===== config.mk =====
export PLATFORM = sky130hd
export DESIGN_NAME = mult_div_unit
export DESIGN_NICKNAME = d
export VERILOG_FILES = /design/src/rtl/mult_div_unit.sv
export SDC_FILE = /design/constraint.sdc
export NUM_CORES = 1
export LEC_CHECK = 0
export ABC_CLOCK_PERIOD_IN_PS = 46200
export CAP_MARGIN = 20
export CORE_ASPECT_RATIO = 1.1
export CORE_MARGIN = 1.5
export CORE_UTILIZATION = 46
export DETAILED_ROUTE_END_ITERATION = 8
export GPL_ROUTABILITY_DRIVEN = 0
export GPL_TIMING_DRIVEN = 1
export PLACE_DENSITY = 0.68
export SYNTH_ARGS = -nofsm -noshare
export SYNTH_HDL_FRONTEND = slang
export SYNTH_SLANG_ARGS = --single-unit

===== constraint.sdc =====
create_clock -name Clk -period 46.2 [get_ports Clk]
set_input_delay 13.86 -clock Clk [delete_from_list [all_inputs] [get_ports Clk]]
set_output_delay 13.86 -clock Clk [all_outputs]
set_load 0.02 [all_outputs]

===== src/rtl/mult_div_unit.sv =====
// mult_div_unit
// Iterative radix-2 multiply/divide engine producing the {HI,LO} results for
// MULT/MULTU/DIV/DIVU/MADD/MADDU/MSUB/MSUBU. It feeds the HI/LO register block
// directly and reads that block back on HLin for the accumulate operations.
//
// Ports:
//   Clk     - clock, all state changes on the rising edge
//   Reset   - synchronous active-high reset, aborts any operation in flight
//   Start   - request strobe, only looked at while idle
//   Op      - 000 MULT, 001 MULTU, 010 DIV, 011 DIVU,
//             100 MADD, 101 MADDU, 110 MSUB, 111 MSUBU
//   A, B    - rs / rt operands
//   HLin    - current {HI,LO}, accumulate ops only
//   Busy    - high while an operation is in progress (state not IDLE)
//   Done    - one-cycle pulse while the result is presented
//   HIout   - result high word (remainder for divides)
//   LOout   - result low word (quotient for divides)
//   HWrite  - HI write enable, same as Done
//   LWrite  - LO write enable, same as Done
//
// Timing: Start seen at edge k, 32 iterations on edges k+1..k+32, Done high
// during the following cycle, back to IDLE at edge k+33.

module mult_div_unit #(
    parameter int WIDTH = 32
) (
    input  logic               Clk,
    input  logic               Reset,
    input  logic               Start,
    input  logic [2:0]         Op,
    input  logic [WIDTH-1:0]   A,
    input  logic [WIDTH-1:0]   B,
    input  logic [2*WIDTH-1:0] HLin,
    output logic               Busy,
    output logic               Done,
    output logic [WIDTH-1:0]   HIout,
    output logic [WIDTH-1:0]   LOout,
    output logic               HWrite,
    output logic               LWrite
);

    typedef enum logic [1:0] {
        IDLE = 2'd0,
        CALC = 2'd1,
        DONE = 2'd2
    } state_t;

    state_t state_reg, state_next;

    logic [4:0]         count_reg;
    logic [2:0]         op_reg;
    logic               neg_res_reg;   // product / quotient sign
    logic               neg_a_reg;     // remainder sign follows the dividend

    // Multiply datapath: multiplicand shifts left, multiplier shifts right.
    logic [2*WIDTH-1:0] mcand_reg;
    logic [WIDTH-1:0]   mplier_reg;
    logic [2*WIDTH-1:0] prod_reg;

    // Divide datapath: 33-bit partial remainder, dividend bits shifted out of
    // quo_reg MSB-first while quotient bits enter at the LSB.
    logic [WIDTH:0]     rem_reg;
    logic [WIDTH-1:0]   quo_reg;
    logic [WIDTH-1:0]   divisor_reg;

    logic [2*WIDTH-1:0] hl_reg;

    // Operand preparation while idle
    logic               is_signed;
    logic               a_neg, b_neg;
    logic [WIDTH-1:0]   a_mag, b_mag;

    assign is_signed = ~Op[0];
    assign a_neg     = is_signed & A[WIDTH-1];
    assign b_neg     = is_signed & B[WIDTH-1];
    assign a_mag     = a_neg ? (~A + 1'b1) : A;
    assign b_mag     = b_neg ? (~B + 1'b1) : B;

    // One iteration of each datapath
    logic [2*WIDTH-1:0] prod_step;
    logic [WIDTH:0]     rem_shift;
    logic               rem_fits;
    logic [WIDTH:0]     rem_step;
    logic [WIDTH-1:0]   quo_step;

    always_comb begin
        prod_step = prod_reg + (mplier_reg[0] ? mcand_reg : '0);
        rem_shift = {rem_reg[WIDTH-1:0], quo_reg[WIDTH-1]};
        rem_fits  = (rem_shift >= {1'b0, divisor_reg});
        rem_step  = rem_fits ? (rem_shift - {1'b0, divisor_reg}) : rem_shift;
        quo_step  = {quo_reg[WIDTH-2:0], rem_fits};
    end

    // Sign correction and accumulation, used on the final iteration
    logic [2*WIDTH-1:0] prod_signed;
    logic [WIDTH-1:0]   quo_signed;
    logic [WIDTH-1:0]   rem_signed;
    logic [WIDTH-1:0]   res_hi, res_lo;

    always_comb begin
        prod_signed = neg_res_reg ? (~prod_step + 1'b1) : prod_step;
        quo_signed  = neg_res_reg ? (~quo_step + 1'b1) : quo_step;
        rem_signed  = neg_a_reg ? (~rem_step[WIDTH-1:0] + 1'b1) : rem_step[WIDTH-1:0];
        res_hi      = prod_signed[2*WIDTH-1:WIDTH];
        res_lo      = prod_signed[WIDTH-1:0];
        case (op_reg[2:1])
            2'b01: begin
                // Divide by zero: the restoring loop leaves |A| as remainder,
                // so HI already equals A; only the quotient needs forcing.
                res_hi = rem_signed;
                res_lo = (divisor_reg == '0) ? '1 : quo_signed;
            end
            2'b10: {res_hi, res_lo} = hl_reg + prod_signed;
            2'b11: {res_hi, res_lo} = hl_reg - prod_signed;
            default: ;
        endcase
    end

    always_comb begin
        state_next = state_reg;
        case (state_reg)
            IDLE:    if (Start) state_next = CALC;
            CALC:    if (count_reg == 5'd31) state_next = DONE;
            DONE:    state_next = IDLE;
            default: state_next = IDLE;
        endcase
    end

    always_ff @(posedge Clk) begin
        if (Reset) begin
            state_reg <= IDLE;
            count_reg <= '0;
            HIout     <= '0;
            LOout     <= '0;
        end else begin
            state_reg <= state_next;
            case (state_reg)
                IDLE: begin
                    if (Start) begin
                        op_reg      <= Op;
                        neg_res_reg <= a_neg ^ b_neg;
                        neg_a_reg   <= a_neg;
                        mcand_reg   <= {{WIDTH{1'b0}}, a_mag};
                        mplier_reg  <= b_mag;
                        prod_reg    <= '0;
                        rem_reg     <= '0;
                        quo_reg     <= a_mag;
                        divisor_reg <= b_mag;
                        hl_reg      <= Op[2] ? HLin : '0;
                        count_reg   <= '0;
                    end
                end
                CALC: begin
                    mcand_reg  <= {mcand_reg[2*WIDTH-2:0], 1'b0};
                    mplier_reg <= {1'b0, mplier_reg[WIDTH-1:1]};
                    prod_reg   <= prod_step;
                    rem_reg    <= rem_step;
                    quo_reg    <= quo_step;
                    count_reg  <= count_reg + 5'd1;
                    if (count_reg == 5'd31) begin
                        HIout <= res_hi;
                        LOout <= res_lo;
                    end
                end
                default: ;
            endcase
        end
    end

    assign Busy   = (state_reg != IDLE);
    assign Done   = (state_reg == DONE);
    assign HWrite = Done;
    assign LWrite = Done;

endmodule


Word level (Yosys, flattened, before mapping)
Cells that the tools add are included.
- flip-flop bits (word level): 396
- input bits: 134
- output and inout port bits: 68
- word-level logic and storage cells: 77
- add/subtract/negate cells: 10
- magnitude comparators: 1
- equal/unequal tests: 8
- mux-type cells: 25
- bitwise logic cells: 10
- reductions and logical operators: 9
- operator list (kind ; count):
    two-way mux 32 bit ; 9
    two-way mux 64 bit ; 4
    case mux 64 bit (2 select lines) ; 2
    case mux 32 bit (2 select lines) ; 3
    case mux 32 bit (3 select lines) ; 2
    adder 32 x 1 -> 32 bit (second input constant) ; 4
    adder 64 bit ; 2
    NOT 32 bit ; 4
    adder 64 x 1 -> 64 bit (second input constant) ; 1
    NOT 64 bit ; 1
    subtractor 64 bit ; 1
    >= comparator 33 x 32 -> 1 bit ; 1
    zero test 32 bit ; 1
    subtractor 32 bit ; 1
    case mux 5 bit (2 select lines) ; 1
    == test 2 bit (second input constant) ; 3
    AND reduction 2 bit ; 3
    AND reduction 3 bit ; 2
    adder 5 x 1 -> 5 bit (second input constant) ; 1
    == test 5 bit (second input constant) ; 1
    two-way mux 5 bit ; 1
    == test 2 x 1 -> 1 bit (second input constant) ; 2
    two-way mux 2 bit ; 2
    != test 2 bit (second input constant) ; 2
    6 further kinds ; 9

Longest topological paths before layout
Gate-level depths: netlist of run 1.
- word-level depth: 7
- gate-level depth with buffers: 35
- mapped depth without buffers: 30

Worst setup path after synthesis of run 1
OpenSTA, ideal clock, no wires.
- path kind: in2reg
- from: input port Reset
- to: register mcand_reg[0], enable pin
- setup time: 1.083 ns
- arrival time: 29.493 ns
- data required time: 45.117 ns
- path slack: 15.624 ns
- stages on the path: 3
- path buffers: 2
- cell sequence: clkbuf_1 -> buf_1 -> nor3_1
- cells in the longest elaborated chain, start to end: 2
- RTL lines (element ; line ; RTL):
    from (decl) ; 28 ; input logic Reset,
    NOT 1 bit (no line) ; -- ;
    AND reduction 3 bit (no line) ; -- ;
    to (signal assigned) ; 143 ; mcand_reg <= {{WIDTH{1'b0}}, a_mag};
    to (signal assigned) ; 154 ; mcand_reg <= {mcand_reg[2*WIDTH-2:0], 1'b0};
    to (decl) ; 56 ; logic [2*WIDTH-1:0] mcand_reg;
No other way between the ends.
A chain may end at the register's enable or synchronous reset.

Final worst setup path of run 1
- from: input port A[3]
- to: register mcand_reg[29], data pin
- cells in the longest elaborated chain, start to end: 5
- RTL lines (element ; line ; RTL):
    from (decl) ; 31 ; input logic [WIDTH-1:0] A,
    NOT 32 bit ; 76 ; assign a_mag = a_neg ? (~A + 1'b1) : A;
    adder 32 x 1 -> 32 bit ; 76 ;
    two-way mux 32 bit ; 76 ;
    two-way mux 64 bit ; 139 ; if (Start) begin
    case mux 64 bit (2 select lines) ; 137 ; case (state_reg)
No other way between the ends. The select of a mux whose other input is x is not followed.

==> run summary, run 1 <==
OUTCOME
--------------------------------------------------------------------------------
Run status ........................................................    completed

ROUTE
--------------------------------------------------------------------------------
Count of vias placed by the detailed router .......................       32,800
First-iteration detailed-routing DRC count ........................        3,460
DRC ...............................................................            0
Met3 wire length ..................................................      10.2 mm
Number of iterations in the first detailed-routing pass ...........            8
Detailed-route wire length ........................................       116 mm
Average vias per placed instance ..................................         6.25
Wl on met1 ........................................................      47.5 mm
Antenna violation net count after detailed routing ................            0
Detailed-route wire length per cell ...............................      22.2 um
Top routing layer used ............................................         met5
Detailed route wirelength on metal2 ...............................      52.8 mm

FLOORPLAN
--------------------------------------------------------------------------------
Y dimension of the die ............................................       292 um
Placement row count ...............................................          105
Die area ..........................................................  77,500 um^2
Number of top-level design ports ..................................          202
Initial core utilization ..........................................        46.6%
Die width .........................................................       266 um
Core area .........................................................  74,900 um^2

SYNTHESIS
--------------------------------------------------------------------------------
Dominant register cell in the synthesized netlist .................     edfxtp_1
Post-synthesis area per instance ..................................    8.34 um^2
Count of warnings emitted by yosys ................................            0
Number of unique standard cell types used by synthesis ............          105
Cells after Synth .................................................        4,185
Post-Synthesis Net Count ..........................................        4,559
Sequential element share of the synthesized area ..................        32.0%
Synthesized flop and latch total ..................................          395
Fraction of synthesized cell area taken by the top area cell type .        27.9%
Number of enable flip-flop cells after synthesis ..................          324
Library cell with the largest summed area after synthesis .........     edfxtp_1
Netlist Area Pre-Place ............................................  34,900 um^2
Share of synthesized registers carrying an async set or reset .....           0%
Synth top area cells .............................................. edfxtp_1 28%, ha_1 8.5%, a21oi_1 5.1%

PWR
--------------------------------------------------------------------------------
Fraction of power spent switching nets ............................        41.6%
Net switching power figure ........................................       629 uW
Fraction of power consumed by the clock network ...................        24.2%
Combinational share of power ......................................        46.8%
Worst vdd ir ......................................................  0.0000266 V
Sequential share of power .........................................        29.0%
Cell-internal power ...............................................       881 uW
PwrDens ........................................................... 38.7 nW/um^2
P_leak ............................................................      15.0 nW

FINISH
--------------------------------------------------------------------------------
Filler cell count .................................................        7,016
Area of combinational cells with multiple inputs ..................  22,000 um^2
Area Growth Syn to Fin ............................................        11.8%
Share of the core filled with cells in the final layout ...........        52.1%
Commonest non-fill, non-tap cells in the layout ................... 427 x nor2_1, 357 x a21oi_1, 334 x nand2_1
Most common cell after layout, fill and taps aside ................       nor2_1
Summed area of non-filler cells in the final layout ...............  39,000 um^2
Fraction of final layout cells with drive strength greater than 1 .        4.28%
Combined flip-flop and latch cell area ............................  11,200 um^2
Net count, final ..................................................        4,610

CRITICAL PATH
--------------------------------------------------------------------------------
Signal arrival time at the worst endpoint .........................     17.19 ns
CP startpoint kind ................................................   input port
Maximum fanout along the worst path ...............................            5
Crit. End Element .................................................     register
Crit path required time ...........................................     46.55 ns
Worst setup path category ......................................... input port to register

GLOBAL ROUTE
--------------------------------------------------------------------------------
Number of global-route vias before repair .........................       30,700
Congestion Overflow GR ............................................            0
Largest net degree at the start of global routing .................           86
Antenna violations before repair ..................................            6
First-pass GRT wire length ........................................       177 mm
Tot GR Track Use ..................................................        29.2%

PLACE
--------------------------------------------------------------------------------
HPWL Detailed .....................................................      88.8 mm
Worst setup slack before clock tree synthesis .....................     28.72 ns
Port Buffer Count .................................................          201
Cell area reported after detailed placement .......................  37,500 um^2

CLOCK NETWORK
--------------------------------------------------------------------------------
CTS tree ..........................................................        built
H-tree depth ......................................................            2
Post-CTS Hold Buffers .............................................            0
Reg clk slew, reported paths ......................................      0.06 ns
Clock network latency to the later pin of the worst-skew pair .....      0.62 ns
Number of post-CTS setup repair buffers ...........................            0
Total clock sinks .................................................          395
Number of instances resized during post-cts repair ................            0
Root buffer cell ..................................................    clkbuf_16
Clock Path Buffers ................................................            3
Total clock buffers created by CTS ................................           46

STA
--------------------------------------------------------------------------------
Hold violation count in the final report ..........................            0
Setup Total Neg Slack .............................................         0 ns
Crit path setup slack, layout .....................................     29.35 ns
Smallest hold slack ...............................................     0.450 ns
Measured slew at the worst slew-check pin .........................      1.23 ns
Final Max Slew Viols ..............................................            0
Tightest slew margin relative to the limit ........................        17.9%
Setup repair after global routing missed its margin ...............        false
Worst Clk Skew ....................................................    0.0314 ns
Setup Viol. Count Final ...........................................            0
Upper clock frequency limit .......................................     59.4 MHz
Final worst-path cycle share ......................................        36.5%
Time the final worst path needs with I/O delays and setup .........     16.85 ns

FLOW RUN
--------------------------------------------------------------------------------
Number of violations of the max-capacitance limit .................            0

WORST HOLD PATH
--------------------------------------------------------------------------------
HP Class .......................................................... register to register

==> cells by family after synthesis <==
logic type      count (synthesis)  synth area share [%]
fa+ha+maj                     240                  8.69
buf+inv                       455                  5.01
simple gates                 1460                  20.6
mux                            57                  1.81
compound gates               1271                  24.2
xor+xnor                      307                  7.73
flops                         395                  32.0
==> per-stage QoR <==
| stage | power (mW) | std cells |
|---|---|---|
| floorplan | 0.952 | 4185 |
| global placement | 1.12 | 5148 |
| detailed placement | 1.13 | 5149 |
| CTS | 1.50 | 5235 |
| global route | 1.59 | 5237 |
| finish | 1.51 | 5238 |
==> Yosys cell counts (all sizes together) (16+ instances only) <==
cell / n
nor2: 428
a21oi: 358
nand2: 336
edfxtp: 324
o21ai: 256
ha: 236
inv: 220
and2: 204
clkbuf: 204
xnor2: 180
xor2: 127
nor3: 106
o21a: 94
a21o: 86
dfxtp: 71
nand4: 60
nand3: 55
o211ai: 53
nor4: 52
o21bai: 50
o31ai: 49
a211oi: 45
mux2i: 43
nand2b: 42
or3: 42
a31oi: 37
buf: 29
and3: 26
or4: 25
a22oi: 21
a221oi: 20
nor2b: 19
o41ai: 19
a311oi: 17
or2: 17
a2111oi: 16
==> path summary, 6_finish.rpt <==
| path | slack [ns] | from | end | depth (start not counted) |
|---|---|---|---|---|
| worst min register to register | 0.45 | HIout[23] | HIout[23] | 2 |
| worst max-delay path | 29.35 | A[3] | mcand_reg[29] | 11 |
| worst min-delay path | 0.45 | HIout[23] | HIout[23] | 2 |
| worst max register to register | 35.76 | mplier_reg[0] | HIout[29] | 30 |
==> worst max-delay path, cell delays in order <==
cell and delay, ns:
clkdlybuf4s50_1 0.46, nor3_1 0.26, nand2b_1 0.13, nor3_1 0.32, nor3b_1 0.46, nand3_1 0.31
nor4_1 0.80, a21oi_1 0.17, xnor2_1 0.18, nand2_1 0.09, o21a_1 0.15
==> per-layer routing <==
layer / global-route usage [%] / vias up
li1: - / 15400
met1: 38.5 / 15600
met2: 47.4 / 1516
met3: 4.35 / 284
met4: 12.7 / 4
met5: 0 / -
==> layout make-up <==
cell class / instances / share of cell area, %
Antenna cell: 1 / 0.00642
Clock buffer: 54 / 3.08
Clock inverter: 32 / 0.760
Inverter: 222 / 2.14
Multi-Input combinational cell: 3335 / 56.5
Sequential cell: 395 / 28.6
Tap cell: 963 / 3.09
Timing Repair Buffer: 236 / 5.86
==> power by group through the flow <==
stage          combinational [mW]  sequential, mW  clock [mW]
2_1_floorplan               0.509           0.442           0
4_1_cts                     0.688           0.437       0.371
5_1_grt                     0.766           0.439       0.384
3_3_place_gp                0.677           0.444           0
6_report                    0.707           0.438       0.366
3_5_place_dp                0.684           0.444           0
No activity file was read; power rests on OpenSTA's default activity.
==> run 2: changes to the inputs <==
--- a/config.mk
+++ b/config.mk
@@ -5,7 +5,7 @@
 export SDC_FILE = /design/constraint.sdc
 export NUM_CORES = 1
 export LEC_CHECK = 0
-export ABC_CLOCK_PERIOD_IN_PS = 46200
+export ABC_CLOCK_PERIOD_IN_PS = 13950
 export CAP_MARGIN = 20
 export CORE_ASPECT_RATIO = 1.1
 export CORE_MARGIN = 1.5
@@ -13,7 +13,7 @@
 export DETAILED_ROUTE_END_ITERATION = 8
 export GPL_ROUTABILITY_DRIVEN = 0
 export GPL_TIMING_DRIVEN = 1
-export PLACE_DENSITY = 0.68
+export PLACE_DENSITY = 0.71
 export SYNTH_ARGS = -nofsm -noshare
 export SYNTH_HDL_FRONTEND = slang
 export SYNTH_SLANG_ARGS = --single-unit
==> constraint.sdc (replaced) <==
create_clock -name Clk -period 13.95 [get_ports Clk]
set_input_delay 4.185 -clock Clk [delete_from_list [all_inputs] [get_ports Clk]]
set_output_delay 4.185 -clock Clk [all_outputs]
set_load 0.02 [all_outputs]
==> run summary, run 2 (synthesis gave the netlist of run 1 again) <==
ROUTE
--------------------------------------------------------------------------------
Detailed-route wire length ........................................       121 mm   was 116 mm
Number of iterations in the first detailed-routing pass ...........            9   was 8
DRC ...............................................................           35   was 0
First-iteration detailed-routing DRC count ........................        3,624   was 3,460
Average vias per placed instance ..................................         6.32   was 6.25
Detailed-route wire length per cell ...............................      23.1 um   was 22.2 um
Count of vias placed by the detailed router .......................       33,100   was 32,800
Antenna violation net count after detailed routing ................            0   unchanged

CLOCK NETWORK
--------------------------------------------------------------------------------
Clock Path Buffers ................................................            3   unchanged
CTS tree ..........................................................        built   unchanged
Reg clk slew, reported paths ......................................      0.07 ns   was 0.06 ns
Total clock buffers created by CTS ................................           44   was 46
Clock network latency to the later pin of the worst-skew pair .....      0.62 ns   about the same
Post-CTS Hold Buffers .............................................            0   unchanged
Root buffer cell ..................................................    clkbuf_16   unchanged
H-tree depth ......................................................            2   unchanged
Number of post-CTS setup repair buffers ...........................            0   unchanged
Number of instances resized during post-cts repair ................            0   unchanged
Total clock sinks .................................................          395   unchanged

STA
--------------------------------------------------------------------------------
Worst Clk Skew ....................................................    0.0281 ns   was 0.0314 ns
Measured slew at the worst slew-check pin .........................      1.23 ns   about the same
Time the final worst path needs with I/O delays and setup .........      9.79 ns
Tightest slew margin relative to the limit ........................        15.9%   was 17.9%
Final worst-path cycle share ......................................        70.2%
Upper clock frequency limit .......................................      102 MHz
Smallest hold slack ...............................................     0.456 ns   was 0.450 ns
Setup repair after global routing missed its margin ...............        false   unchanged
Hold violation count in the final report ..........................            0   unchanged
Final Max Slew Viols ..............................................            0   unchanged
Setup Total Neg Slack .............................................         0 ns   unchanged
Setup Viol. Count Final ...........................................            0   unchanged

PWR
--------------------------------------------------------------------------------
Worst vdd ir ......................................................  0.0000878 V   was 0.0000266 V
Total power .......................................................      5.18 mW   was 1.51 mW
P_leak ............................................................      15.1 nW   was 15.0 nW
PwrDens ...........................................................  132 nW/um^2   was 38.7 nW/um^2

GLOBAL ROUTE
--------------------------------------------------------------------------------
Congestion Overflow GR ............................................            0   unchanged
Largest net degree at the start of global routing .................          139   was 86
Antenna violations before repair ..................................            1   was 6
First-pass GRT wire length ........................................       183 mm   was 177 mm
Number of global-route vias before repair .........................       31,000   was 30,700
Tot GR Track Use ..................................................        30.4%   was 29.2%

CRITICAL PATH
--------------------------------------------------------------------------------
Setup slack of the worst register-to-register path ................      4.16 ns   was 35.76 ns
Crit path depth ...................................................           30   was 11
Worst setup path category ......................................... register to register   was input port to register
Worst reg2reg startpoint .......................................... mplier_reg[0]   unchanged
Family with the most delay on the worst path ...................... simple AND/OR/NAND/NOR gates   unchanged
Crit. End Element .................................................     register   unchanged
Cell with the largest stage delay on the worst path ...............    a2111oi_0   was nor4_1
Delay contributed by the slowest stage of the critical path .......      0.89 ns   was 0.80 ns
CP startpoint kind ................................................     register   was input port
Maximum fanout along the worst path ...............................           41   was 5
Reg-to-Reg End ....................................................    HIout[29]   unchanged
Logic depth of the worst register-to-register path ................           30   unchanged
Buf/Inv on CP .....................................................            4   was 1
Crit path required time ...........................................     14.43 ns   was 46.55 ns
Signal arrival time at the worst endpoint .........................     10.27 ns   was 17.19 ns

FINISH
--------------------------------------------------------------------------------
Filler cell count .................................................        7,024   was 7,016
Net count, final ..................................................        4,609   was 4,610
Area Growth Syn to Fin ............................................        12.2%   was 11.8%
Area of combinational cells with multiple inputs ..................  22,000 um^2   about the same
Summed area of non-filler cells in the final layout ...............  39,100 um^2   was 39,000 um^2
Combined flip-flop and latch cell area ............................  11,200 um^2   unchanged
Most common cell after layout, fill and taps aside ................       nor2_1   unchanged
Fraction of final layout cells with drive strength greater than 1 .        4.43%   was 4.28%
Share of the core filled with cells in the final layout ...........        52.2%   was 52.1%
Final antenna diode count .........................................            0   was 1
Commonest non-fill, non-tap cells in the layout ................... 427 x nor2_1, 357 x a21oi_1, 334 x nand2_1   unchanged

WORST HOLD PATH
--------------------------------------------------------------------------------
Hold Startpoint ...................................................     HIout[3]   was HIout[23]
Worst Hold End ....................................................     HIout[3]   was HIout[23]
HP Class .......................................................... register to register   unchanged
Cell depth of the worst min-delay path ............................            2   unchanged

FLOORPLAN
--------------------------------------------------------------------------------
Core area .........................................................  74,900 um^2   unchanged
Y dimension of the die ............................................       292 um   unchanged
Die area ..........................................................  77,500 um^2   unchanged
Placement row count ...............................................          105   unchanged
Number of top-level design ports ..................................          202   unchanged
Die width .........................................................       266 um   unchanged
Initial core utilization ..........................................        46.6%   unchanged

FLOW RUN
--------------------------------------------------------------------------------
Number of violations of the max-capacitance limit .................            0   unchanged

PLACE
--------------------------------------------------------------------------------
Port Buffer Count .................................................          201   unchanged
Cell area reported after detailed placement .......................  37,500 um^2   about the same
HPWL Detailed .....................................................      92.2 mm   was 88.8 mm

OUTCOME
--------------------------------------------------------------------------------
Run status ........................................................ finished with violations   was completed
Violated checks ...................................................          DRC

## run 2: final cells by class
type	count	area share [%]
Inverter	222	2.13
Timing Repair Buffer	237	5.87
Multi-Input combinational cell	3335	56.3
Clock buffer	49	2.92
Sequential cell	395	28.5
Clock inverter	32	1.19
Tap cell	963	3.08
## run 2: metrics by stage
step | worst slack [ns] | instances
floorplan | 0.0869 | 4185
global placement | 4.71 | 5151
detailed placement | 4.49 | 5152
CTS | 4.46 | 5233
global route | 3.81 | 5233
finish | 4.16 | 5233
## run 2: worst max path at each step
stage / startpoint / endpoint / slack (ns)
floorplan: Reset / mcand_reg[0] / 0.09
global placement: mplier_reg[0] / HIout[29] / 4.71
detailed placement: mplier_reg[0] / HIout[29] / 4.49
CTS: mplier_reg[0] / HIout[29] / 4.46
global route: mplier_reg[0] / HIout[29] / 3.81
finish: mplier_reg[0] / HIout[29] / 4.16
## run 2: worst min-delay path: stages, from the launching register on
cell and delay [ns]:
dfxtp_1 0.31, nand2_1 0.05, a21oi_1 0.05
## run 2: power breakdown
group          internal (mW)  switching [mW]  leakage (nW)  total (mW)
clock network          0.785           0.542         0.784        1.33
logic                  0.855            1.55          10.6        2.41
registers               1.39          0.0610          3.68        1.45
total                   3.02            2.15          15.1        5.18
## run 2: per-layer routing
metal | vias up | track usage (%) | wire length, um
met5 | - | 0 | 10
met4 | 2 | 16.8 | 7720
met3 | 391 | 7.40 | 12600
met2 | 1699 | 48.0 | 53600
met1 | 15600 | 38.1 | 47000
li1 | 15400 | - | -
